$ cat src/rtl/ibex_rf_sram_pkg.sv
// Shared types and constants for the register-file SRAM access scheduler.
package ibex_rf_sram_pkg;

  localparam int unsigned DataWidth = 32;
  localparam int unsigned L1Base    = 12;
  localparam int unsigned L1Size    = 4;

  typedef enum logic [1:0] {StIdle, StRdB, StResp} state_e;

  // Where a read lane takes its data from when the response is delivered.
  typedef enum logic [1:0] {SrcKeep, SrcSram, SrcTmp} lane_src_e;

  typedef struct packed {
    logic                 valid;
    logic [4:0]           addr;
    logic [DataWidth-1:0] data;
  } wbuf_entry_t;

  // x0 and the L1 window are never held in the SRAM.
  function automatic logic needs_sram(logic [4:0] addr);
    return (addr != 5'd0) && !((addr >= 5'(L1Base)) && (addr < 5'(L1Base + L1Size)));
  endfunction

endpackage

$ cat src/rtl/ibex_rf_wbuf.sv
// One-entry SRAM write buffer: accepts SRAM-bound writes, coalesces same-address
// writes, frees on drain and reports address matches for read forwarding.
module ibex_rf_wbuf
  import ibex_rf_sram_pkg::*;
(
  input  logic                 clk_i,
  input  logic                 rst_ni,
  input  logic                 we_i,
  input  logic [4:0]           waddr_i,
  input  logic [DataWidth-1:0] wdata_i,
  input  logic                 drain_i,
  input  logic [4:0]           raddr_a_i,
  input  logic [4:0]           raddr_b_i,
  output logic                 valid_o,
  output logic [4:0]           addr_o,
  output logic [DataWidth-1:0] data_o,
  output logic                 wr_ok_o,
  output logic                 coalesce_o,
  output logic                 hit_a_o,
  output logic                 hit_b_o
);

  wbuf_entry_t entry_q, entry_d;

  always_comb begin
    wr_ok_o    = we_i && needs_sram(waddr_i);
    coalesce_o = wr_ok_o && entry_q.valid && (entry_q.addr == waddr_i);
    hit_a_o    = entry_q.valid && (entry_q.addr == raddr_a_i);
    hit_b_o    = entry_q.valid && (entry_q.addr == raddr_b_i);
    valid_o    = entry_q.valid;
    addr_o     = entry_q.addr;
    data_o     = entry_q.data;
  end

  // A new write always wins: it either coalesces or refills the slot a drain frees.
  always_comb begin
    entry_d = entry_q;
    if (wr_ok_o) begin
      entry_d.valid = 1'b1;
      entry_d.addr  = waddr_i;
      entry_d.data  = wdata_i;
    end else if (drain_i) begin
      entry_d.valid = 1'b0;
    end
  end

  always_ff @(posedge clk_i or negedge rst_ni) begin
    if (!rst_ni) begin
      entry_q <= '0;
    end else begin
      entry_q <= entry_d;
    end
  end

endmodule

$ cat src/rtl/ibex_rf_sram_sched.sv
// Schedules ID-stage operand reads and write-backs onto the dual-port register
// SRAM, forwarding from a one-entry write buffer and stalling on outstanding data.
module ibex_rf_sram_sched
  import ibex_rf_sram_pkg::*;
(
  input  logic                 clk_i,
  input  logic                 rst_ni,
  input  logic                 req_i,
  input  logic [4:0]           raddr_a_i,
  input  logic [4:0]           raddr_b_i,
  input  logic                 use_b_i,
  input  logic                 we_i,
  input  logic [4:0]           waddr_i,
  input  logic [DataWidth-1:0] wdata_i,
  output logic                 stall_o,
  output logic                 rvalid_o,
  output logic [DataWidth-1:0] rdata_a_o,
  output logic [DataWidth-1:0] rdata_b_o,
  output logic [4:0]           sram_a1_o,
  output logic [4:0]           sram_a2_o,
  output logic                 sram_web2_o,
  output logic [DataWidth-1:0] sram_i2_o,
  input  logic [DataWidth-1:0] sram_o1_i,
  input  logic [DataWidth-1:0] sram_o2_i,
  output logic                 wbuf_valid_o,
  output logic [31:0]          miss_cnt_o
);

  state_e                 state_q, state_d;
  lane_src_e              src_a_q, src_a_d, src_b_q, src_b_d;
  logic [DataWidth-1:0]   tmp_a_q, tmp_a_d, tmp_b_q, tmp_b_d;
  logic [DataWidth-1:0]   rdata_a_q, rdata_b_q;
  logic [4:0]             addr_b_q, addr_b_d;
  logic                   fast_q, fast_d;
  logic [31:0]            miss_cnt_q, miss_cnt_d;

  logic                   wb_valid, wb_wr_ok, wb_coalesce, wb_hit_a, wb_hit_b, drain;
  logic [4:0]             wb_addr;
  logic [DataWidth-1:0]   wb_data;
  logic                   miss_a, miss_b, fwd_a, fwd_b, rd_a, rd_b, rd_b_now, drain_forced;

  ibex_rf_wbuf u_wbuf (
    .clk_i      (clk_i),
    .rst_ni     (rst_ni),
    .we_i       (we_i),
    .waddr_i    (waddr_i),
    .wdata_i    (wdata_i),
    .drain_i    (drain),
    .raddr_a_i  (raddr_a_i),
    .raddr_b_i  (raddr_b_i),
    .valid_o    (wb_valid),
    .addr_o     (wb_addr),
    .data_o     (wb_data),
    .wr_ok_o    (wb_wr_ok),
    .coalesce_o (wb_coalesce),
    .hit_a_o    (wb_hit_a),
    .hit_b_o    (wb_hit_b)
  );

  function automatic logic [DataWidth-1:0] pick(lane_src_e src, logic [DataWidth-1:0] sram,
                                                logic [DataWidth-1:0] tmp,
                                                logic [DataWidth-1:0] hold);
    case (src)
      SrcSram: return sram;
      SrcTmp:  return tmp;
      default: return hold;
    endcase
  endfunction

  always_comb begin
    miss_a       = needs_sram(raddr_a_i);
    miss_b       = use_b_i && needs_sram(raddr_b_i);
    fwd_a        = miss_a && wb_hit_a;
    fwd_b        = miss_b && wb_hit_b;
    rd_a         = req_i && (state_q == StIdle) && miss_a && !wb_hit_a;
    rd_b         = req_i && (state_q == StIdle) && miss_b && !wb_hit_b;
    rd_b_now     = rd_b || (state_q == StRdB);
    drain_forced = wb_valid && wb_wr_ok && !wb_coalesce;
    // Coalescing keeps the entry in place; otherwise drain unless read B owns port 2.
    drain        = wb_valid && !wb_coalesce && (wb_wr_ok || !rd_b_now);
  end

  always_comb begin
    sram_a1_o   = rd_a ? raddr_a_i : 5'd0;
    sram_a2_o   = 5'd0;
    sram_web2_o = 1'b1;
    sram_i2_o   = '0;
    if (drain) begin
      sram_a2_o   = wb_addr;
      sram_web2_o = 1'b0;
      sram_i2_o   = wb_data;
    end else if (rd_b_now) begin
      sram_a2_o = (state_q == StRdB) ? addr_b_q : raddr_b_i;
    end
  end

  always_comb begin
    rvalid_o  = (state_q == StResp) || fast_q;
    rdata_a_o = rvalid_o ? pick(src_a_q, sram_o1_i, tmp_a_q, rdata_a_q) : rdata_a_q;
    rdata_b_o = rvalid_o ? pick(src_b_q, sram_o2_i, tmp_b_q, rdata_b_q) : rdata_b_q;
  end

  always_comb begin
    state_d    = state_q;
    src_a_d    = src_a_q;
    src_b_d    = src_b_q;
    tmp_a_d    = tmp_a_q;
    tmp_b_d    = tmp_b_q;
    addr_b_d   = addr_b_q;
    fast_d     = 1'b0;
    miss_cnt_d = miss_cnt_q;
    stall_o    = 1'b0;
    unique case (state_q)
      StIdle: begin
        if (req_i) begin
          src_a_d  = rd_a ? SrcSram : (fwd_a ? SrcTmp : SrcKeep);
          src_b_d  = rd_b ? SrcSram : (fwd_b ? SrcTmp : SrcKeep);
          tmp_a_d  = fwd_a ? wb_data : tmp_a_q;
          tmp_b_d  = fwd_b ? wb_data : tmp_b_q;
          addr_b_d = raddr_b_i;
          if (rd_a || rd_b) begin
            stall_o    = 1'b1;
            miss_cnt_d = (miss_cnt_q == '1) ? miss_cnt_q : miss_cnt_q + 32'd1;
            state_d    = (rd_b && drain_forced) ? StRdB : StResp;
          end else begin
            fast_d = 1'b1;
          end
        end
      end
      StRdB: begin
        stall_o = 1'b1;
        // Port-1 data is only valid in the first RD_B cycle; park it in tmp.
        if (src_a_q == SrcSram) begin
          tmp_a_d = sram_o1_i;
          src_a_d = SrcTmp;
        end
        if (!drain_forced) state_d = StResp;
      end
      StResp:  state_d = StIdle;
      default: state_d = StIdle;
    endcase
  end

  always_ff @(posedge clk_i or negedge rst_ni) begin
    if (!rst_ni) begin
      state_q    <= StIdle;
      src_a_q    <= SrcKeep;
      src_b_q    <= SrcKeep;
      tmp_a_q    <= '0;
      tmp_b_q    <= '0;
      rdata_a_q  <= '0;
      rdata_b_q  <= '0;
      addr_b_q   <= 5'd0;
      fast_q     <= 1'b0;
      miss_cnt_q <= '0;
    end else begin
      state_q    <= state_d;
      src_a_q    <= src_a_d;
      src_b_q    <= src_b_d;
      tmp_a_q    <= tmp_a_d;
      tmp_b_q    <= tmp_b_d;
      rdata_a_q  <= rdata_a_o;
      rdata_b_q  <= rdata_b_o;
      addr_b_q   <= addr_b_d;
      fast_q     <= fast_d;
      miss_cnt_q <= miss_cnt_d;
    end
  end

  assign wbuf_valid_o = wb_valid;
  assign miss_cnt_o   = miss_cnt_q;

endmodule

$ cat config.mk
export PLATFORM = sky130hd
export DESIGN_NAME = ibex_rf_sram_sched
export DESIGN_NICKNAME = d
export VERILOG_FILES = /design/src/rtl/ibex_rf_sram_pkg.sv /design/src/rtl/ibex_rf_wbuf.sv /design/src/rtl/ibex_rf_sram_sched.sv
export SDC_FILE = /design/constraint.sdc
export NUM_CORES = 1
export LEC_CHECK = 0
export CORE_ASPECT_RATIO = 1.25
export CORE_MARGIN = 2
export CORE_UTILIZATION = 53
export CTS_CLUSTER_SIZE = 14
export DETAILED_ROUTE_END_ITERATION = 12
export PLACE_DENSITY_LB_ADDON = 0.1
export SKIP_CTS_REPAIR_TIMING = 1
export SLEW_MARGIN = 20
export SYNTH_ARGS = -nofsm -noshare
export SYNTH_HDL_FRONTEND = slang
export SYNTH_HIERARCHICAL = 1
export SYNTH_SLANG_ARGS = --single-unit
$ cat constraint.sdc
create_clock -name clk_i -period 9.5 [get_ports clk_i]
set_input_delay 1.9 -clock clk_i [delete_from_list [all_inputs] [get_ports clk_i]]
set_output_delay 1.9 -clock clk_i [all_outputs]
set_load 0.01 [all_outputs]
# --- Word level (Yosys, flattened, before mapping) ---
# Index checks and enable logic that the tools add are counted.
word_totals:
  regBits: 210
  output_inout_bits: 142
op_classes:
  addsub: 1
  order_cmp: 6
  n_eq_ne: 15
  n_mux: 34
  bitwise: 1
  n_reduce_logical: 46
ops:
  columns: ["operator", "n"]
  rows:
  - ["$mux 32", 6]
  - ["$pmux 32 s2", 3]
  - ["$add 32x1->32 const B", 1]
  - ["$eq 32x32->1 const B", 1]
  - ["$logic_and 1x1->1", 23]
  - ["$mux 2", 10]
  - ["$mux 5", 4]
  - ["$eq 5x5->1", 3]
  - ["$ge 5x4->1 const B", 3]
  - ["$lt 5x5->1 const B", 3]
  - ["$reduce_bool 5->1", 3]
  - ["$reduce_and 3->1", 3]
  - ["$mux 1", 8]
  - ["$pmux 2 s2", 2]
  - ["$reduce_and 4->1", 2]
  - ["$logic_not 1->1", 7]
  - ["$eq 2x1->1 const B", 3]
  - ["$eq 2x2->1 const B", 3]
  - ["$ne 2x2->1 const B", 3]
  - ["$logic_or 1x1->1", 4]
  - ["$ne 2x1->1 const B", 2]
  - ["$reduce_bool 2->1", 2]
  - ["$logic_not 2->1", 1]
  - ["$pmux 1 s2", 1]
  - ["2 further kinds", 2]

# --- Depth between registers and ports, before layout ---
depth:
  ltp_word: 14
  mapped_depth: 9
  ltp_nobuf: 8

# --- Modules after synthesis ---
# The synthesis kept the hierarchy.
modules_own_cells:
  columns: ["mod", "n_inst", "cells_per_inst", "area_per_inst_um2", "seq_area_each_um2"]
  rows:
  - ["ibex_rf_sram_sched", 1, 782, 8189.1, 4304.1]
  - ["ibex_rf_wbuf", 1, 106, 1631.6, 950.9]

# --- Least setup slack after synthesis ---
# No wires, ideal clock.
synth_timing:
  path_kind: "input to output"
  start: "in waddr_i[0]"
  end: "out sram_a2_o[4]"
  t_arrival_ps: 3809
  required_time_ps: 7600
  slack_ps: 3791
  stages: 8
  n_path_buf: 2
  path_cell_list: "or4_4 o211ai_4 buf_6 inv_1 or3_1 o221a_4 buf_6 o21ai_2"
synth_between:
  elab_chain_len: 11
synth_rtl:
  columns: ["item", "line_no", "text"]
  rows:
  - ["from (decl)", "ibex_rf_sram_sched.sv:13", "input logic [4:0] waddr_i,"]
  - ["$ge 5x4->1 or $lt 5x5->1 (tied branches)", "ibex_rf_sram_pkg.sv:21", "return (addr != 5'd0) && !((addr >= 5'(L1Base)) && (addr < 5'(L1Base + L1Size)));"]
  - ["$logic_and 1x1->1", "ibex_rf_sram_pkg.sv:21", null]
  - ["$logic_not 1->1", "ibex_rf_sram_pkg.sv:21", null]
  - ["$logic_and 1x1->1 *", "ibex_rf_sram_pkg.sv:21", null]
  - ["$logic_and 1x1->1 *", "ibex_rf_wbuf.sv:26", "wr_ok_o = we_i && needs_sram(waddr_i);"]
  - ["net wb_wr_ok", "ibex_rf_sram_sched.sv:37", "logic wb_valid, wb_wr_ok, wb_coalesce, wb_hit_a, wb_hit_b, drain;"]
  - ["$logic_and 1x1->1 (2 in a row)", "ibex_rf_wbuf.sv:27", "coalesce_o = wr_ok_o && entry_q.valid && (entry_q.addr == waddr_i);"]
  - ["$logic_not 1->1", "ibex_rf_sram_sched.sv:80", "drain = wb_valid && !wb_coalesce && (wb_wr_ok || !rd_b_now);"]
  - ["$logic_and 1x1->1", "ibex_rf_sram_sched.sv:80", null]
  - ["$logic_and 1x1->1 *", "ibex_rf_sram_sched.sv:80", null]
  - ["net drain", "ibex_rf_sram_sched.sv:37", null]
  - ["$mux 5 *", "ibex_rf_sram_sched.sv:88", "if (drain) begin"]
  - ["to (decl)", "ibex_rf_sram_sched.sv:20", "output logic [4:0] sram_a2_o,"]
# The timed path passes the listed nets; every way through them passes the cells marked *.

# --- Worst setup path after layout ---
layout_timing:
  start: "in waddr_i[0]"
  end: "out sram_i2_o[17]"
layout_between:
  elab_chain_len: 11
layout_rtl:
  columns: ["item", "line_no", "text"]
  rows:
  - ["$ge 5x4->1 or $lt 5x5->1 (tied branches)", "ibex_rf_sram_pkg.sv:21", null]
  - ["$logic_and 1x1->1", "ibex_rf_sram_pkg.sv:21", null]
  - ["$logic_not 1->1", "ibex_rf_sram_pkg.sv:21", null]
  - ["$logic_and 1x1->1", "ibex_rf_sram_pkg.sv:21", null]
  - ["$logic_and 1x1->1", "ibex_rf_wbuf.sv:26", null]
  - ["$logic_and 1x1->1", "ibex_rf_wbuf.sv:27", null]
  - ["$logic_and 1x1->1 *", "ibex_rf_wbuf.sv:27", null]
  - ["net wb_coalesce", "ibex_rf_sram_sched.sv:37", null]
  - ["$logic_not 1->1 *", "ibex_rf_sram_sched.sv:80", null]
  - ["$logic_and 1x1->1 * (2 in a row)", "ibex_rf_sram_sched.sv:80", null]
  - ["$mux 32 *", "ibex_rf_sram_sched.sv:88", null]
  - ["to (decl)", "ibex_rf_sram_sched.sv:22", "output logic [DataWidth-1:0] sram_i2_o,"]
# Marks and branches as above.

==> impl_table.tex <==
\begin{tabular}{lr}
\hline
Metric & Value \\
\hline
\multicolumn{2}{l}{\textbf{Synth}} \\
Largest cells by area after synthesis & dfrtp\_1, mux2\_2, a22oi\_1 \\
Largest area contributor in the synthesized netlist & dfrtp\_1 \\
Share of synthesized cell area in and, or, nand and nor gates & 0.147 \\
Number of flops mapped to enable cells by yosys & 0 \\
Multiplexer area fraction after synthesis & 0.113 \\
Summed instance area of the synthesized netlist & about 9800 µm² \\
Commonest cells in the synthesized netlist & dfrtp\_1, nand2\_1, o21ai\_0 \\
Post-synthesis sequential area ratio & 0.535 \\
Syn\_area\_per\_cell & between 10 and 15 µm² \\
Adder and majority gate portion of the synthesized area & 0.00637 \\
Main combinational cell family by area after synthesis & simple AND/OR/NAND/NOR gates \\
Area share of xor/xnor cells in the synthesized design & 0.0410 \\
Post-Syn Instances & 888 \\
Flops \& latches, synth & between 200 and 250 \\
Compound-cell area share of the yosys netlist & 0.121 \\
Synthesized Nets & 1009 \\
Number of distinct library cells after synthesis & 55 \\
Async set-reset flop share out of synthesis & 1.00 \\
Most frequent cell after synthesis & dfrtp\_1 \\
Yosys top cell area share & 0.535 \\
Top flip-flop cell by instance count after synthesis & dfrtp\_1 \\
Synthesis warning total & 6 \\
\multicolumn{2}{l}{\textbf{Run}} \\
Number of max-cap violations & 0 \\
\multicolumn{2}{l}{\textbf{STA}} \\
Headroom to the max-slew limit & 0.316 \\
Final setup violation count & 0 \\
Achievable clock frequency & 145 MHz \\
Slew Limit Fails & 0 \\
Final min period & between 6000 and 7000 ps \\
Final setup skew & 10.7 ps \\
Final critical-path setup slack & between 2000 and 3000 ps \\
Count of endpoints failing hold in the final timing report & 0 \\
Final total negative setup slack & 0 ps \\
RSZ-0062 raised after global routing & false \\
Pin slew with the least headroom to its limit & 1020 ps \\
Final cycle utilization of the critical path & 0.724 \\
Worst hold margin & between 400 and 500 ps \\
\multicolumn{2}{l}{\textbf{Cells and area}} \\
Number of nets in the final layout & $\sim$1200 \\
Area grow syn2layout & 34.6\% \\
Number of standard cells in the layout, taps in and fillers out & around 1400 \\
Fraction of layout cells with a size suffix above 1 & 0.141 \\
\multicolumn{2}{l}{\textbf{Floorplan}} \\
Area inside the core boundary & roughly 18000 µm² \\
Count of standard-cell rows & between 50 and 60 \\
X dimension of the die & $\sim$130 µm \\
Starting density of the core & 0.541 \\
Die area & 19600 µm² \\
IO Count & between 200 and 300 \\
Vertical die dimension & between 150 and 200 µm \\
\multicolumn{2}{l}{\textbf{Pwr}} \\
Leakage power of the design & around 5.7 nW \\
Power share of the sequential group & 0.399 \\
Switching power & just over 0.0009 W \\
Combinational share of power & 0.308 \\
Largest vdd supply drop & roughly 0.16 mV \\
Switching part of the total power & 0.299 \\
Power share of the clock group & 0.293 \\
Cell-internal power & 0.00215 W \\
Pwr dens & roughly 230 nW/µm² \\
\multicolumn{2}{l}{\textbf{Route}} \\
Post-detailed-routing wire length & approximately 26000 µm \\
Length of the first detailed-routing pass in iterations & 5 \\
DRC errors left & 0 \\
DRT iter0 DRCs & 300 \\
Number of vias in the routed layout & 7643 \\
Final antenna-violating net count & 0 \\
Wire length per cell after detailed routing & 19.0 µm \\
Post-detailed-route via-to-cell ratio & between 5 and 6 \\
\multicolumn{2}{l}{\textbf{Place}} \\
Setup Slack @ Placement & 2620 ps \\
Number of I/O port buffers & $\sim$260 \\
HPWL after DPL & between 15000 and 20000 µm \\
Gp weighted congestion & 0.896 \\
Cell total after placement & 1321 \\
\multicolumn{2}{l}{\textbf{GRT}} \\
Antenna violations before repair & 1 \\
GRT Util Overall & 0.258 \\
Total congestion overflow after global routing & 0 \\
Global-route wire length before repair & $\sim$40000 µm \\
Pin count of the biggest net entering global routing & 79 \\
Via count of the first global-routing pass & around 7600 \\
\multicolumn{2}{l}{\textbf{Critical path}} \\
Endpoint arrival time on the critical path & about 5000 ps \\
Cell type of the slowest stage on the worst timing path & o221a\_4 \\
CP delay by family, top & simple AND/OR/NAND/NOR gates \\
Class of the most critical setup path & input pin to output pin \\
Required time of the critical path & about 7600 ps \\
Crit-path max cell delay & 620 ps \\
Worst path bufs/invs & 2 \\
Largest fanout on the critical path & 36 \\
Worst setup EP type & output pin \\
Critical path cell sequence & clkdlybuf4s50\_1 -> or4\_4 -> o211ai\_4 -> nor4\_1 -> nor2b\_1 -> o221a\_4 -> and2\_4 -> clkdlybuf4s50\_1 \\
Most frequent cell on the critical path & clkdlybuf4s50\_1 \\
Launching element type of the critical path & input pin \\
\multicolumn{2}{l}{\textbf{Worst hold path}} \\
Hold WC Path Type & flip-flop to flip-flop \\
\multicolumn{2}{l}{\textbf{Clocking}} \\
Clock root cell & clkbuf\_16 \\
CTS sink count & 210 \\
TritonCTS buffer count & 22 \\
Clock buffer depth & 3 \\
Clock tree from TritonCTS & yes \\
H-tree lvl count & 1 \\
Clock insertion delay at the later pin of the skew report & 500 ps \\
Post-CTS clock slew at the launch and capture registers of the worst setup and hold paths & about 60 ps \\
\multicolumn{2}{l}{\textbf{Outcome}} \\
Result of the run & finished clean \\
\hline
\end{tabular}
per-stage QoR:
step            util  power [W]  area, µm²
2_1_floorplan      -    0.00168       9820
3_3_place_gp   0.685    0.00216      12400
3_5_place_dp   0.685    0.00219      12400
4_1_cts        0.727    0.00309      13200
5_1_grt        0.728    0.00323      13200
6_report       0.728    0.00307      13200
metal layers:
layer / track usage / vias to the layer above / part of all wire
li1: - / 3606 / -
met1: 0.340 / 3745 / 0.42
met2: 0.436 / 240 / 0.49
met3: 0.0490 / 52 / 0.062
met4: 0.0811 / 0 / 0.027
met5: 0 / - / 0
cell type report:
cell class	count	area [µm²]
clock inverter	11	133
inverter	11	41.3
antenna	1	2.50
tap	228	285
clock buffer	27	631
multi-input combinational	605	4220
fill	1310	4950
timing repair buffer	267	2650
sequential	210	5260
sequential cells by signal, summed over array words and instances, names as in the netlist, 5 cells and up:
signal	flops
addr_b_q	5
miss_cnt_o	32
rdata_a_q	32
rdata_b_q	32
tmp_a_q	32
tmp_b_q	32
u_wbuf/addr_o	5
u_wbuf/data_o	32
path summary, 6_finish.rpt:
path / from / endpoint / slack, ps / cells after the start
hold / removal: addr_b_q[2] / addr_b_q[2] / 480 / 2
min in group asynchronous: rst_ni / rdata_b_q[15] / 1380 / 1
max in group asynchronous: rst_ni / tmp_b_q[11] / 6740 / 2
setup reg to reg: u_wbuf/addr_o[1] / tmp_b_q[29] / 6840 / 5
hold reg to reg: addr_b_q[2] / addr_b_q[2] / 480 / 2
setup / recovery: waddr_i[0] / sram_i2_o[17] / 2620 / 8
tightest hold or removal path, delay by kind of cell, from the launching register on:
family	cells	cell delay [ps]
AND/OR/NAND/NOR	2	100
flip-flops	1	340
cell usage in the layout (no fill, tap or decap), types with 3 or more instances in the layout:
cell type,n
a22oi_1,69
and2_1,15
and2_4,26
and3_1,17
and4_1,7
buf_4,10
bufinv_16,3
clkbuf_16,23
clkbuf_8,5
clkdlybuf4s50_1,256
clkinv_2,7
dfrtp_1,210
ha_1,5
inv_1,11
mux2_1,3
mux2_2,67
mux2i_1,32
nand2_1,126
nand3_1,13
nand3b_1,3
nand4_1,18
nor2_1,5
nor3_1,6
nor4_1,5
o21ai_0,101
o22ai_1,4
xnor2_1,34
xor2_1,12
power groups by stage:
stage	clock [W]	combinational, W	sequential (W)
after floorplan	0	0.000465	0.00121
after global placement	0	0.000932	0.00123
after detailed placement	0	0.000950	0.00124
after CTS	0.000916	0.000955	0.00122
after global routing	0.000955	0.00103	0.00125
final	0.000899	0.000945	0.00122
kinds of logic (layout without fill, tap and decap cells):
family | Yosys count | after routing
simple gates | 264 | 264
compound gates | 188 | 188
other cells | 0 | 1
buf+inv | 73 | 316
mux | 102 | 102
fa+ha+maj | 5 | 5
xor+xnor | 46 | 46
flops | 210 | 210
(Power assumes the default switching activity.)
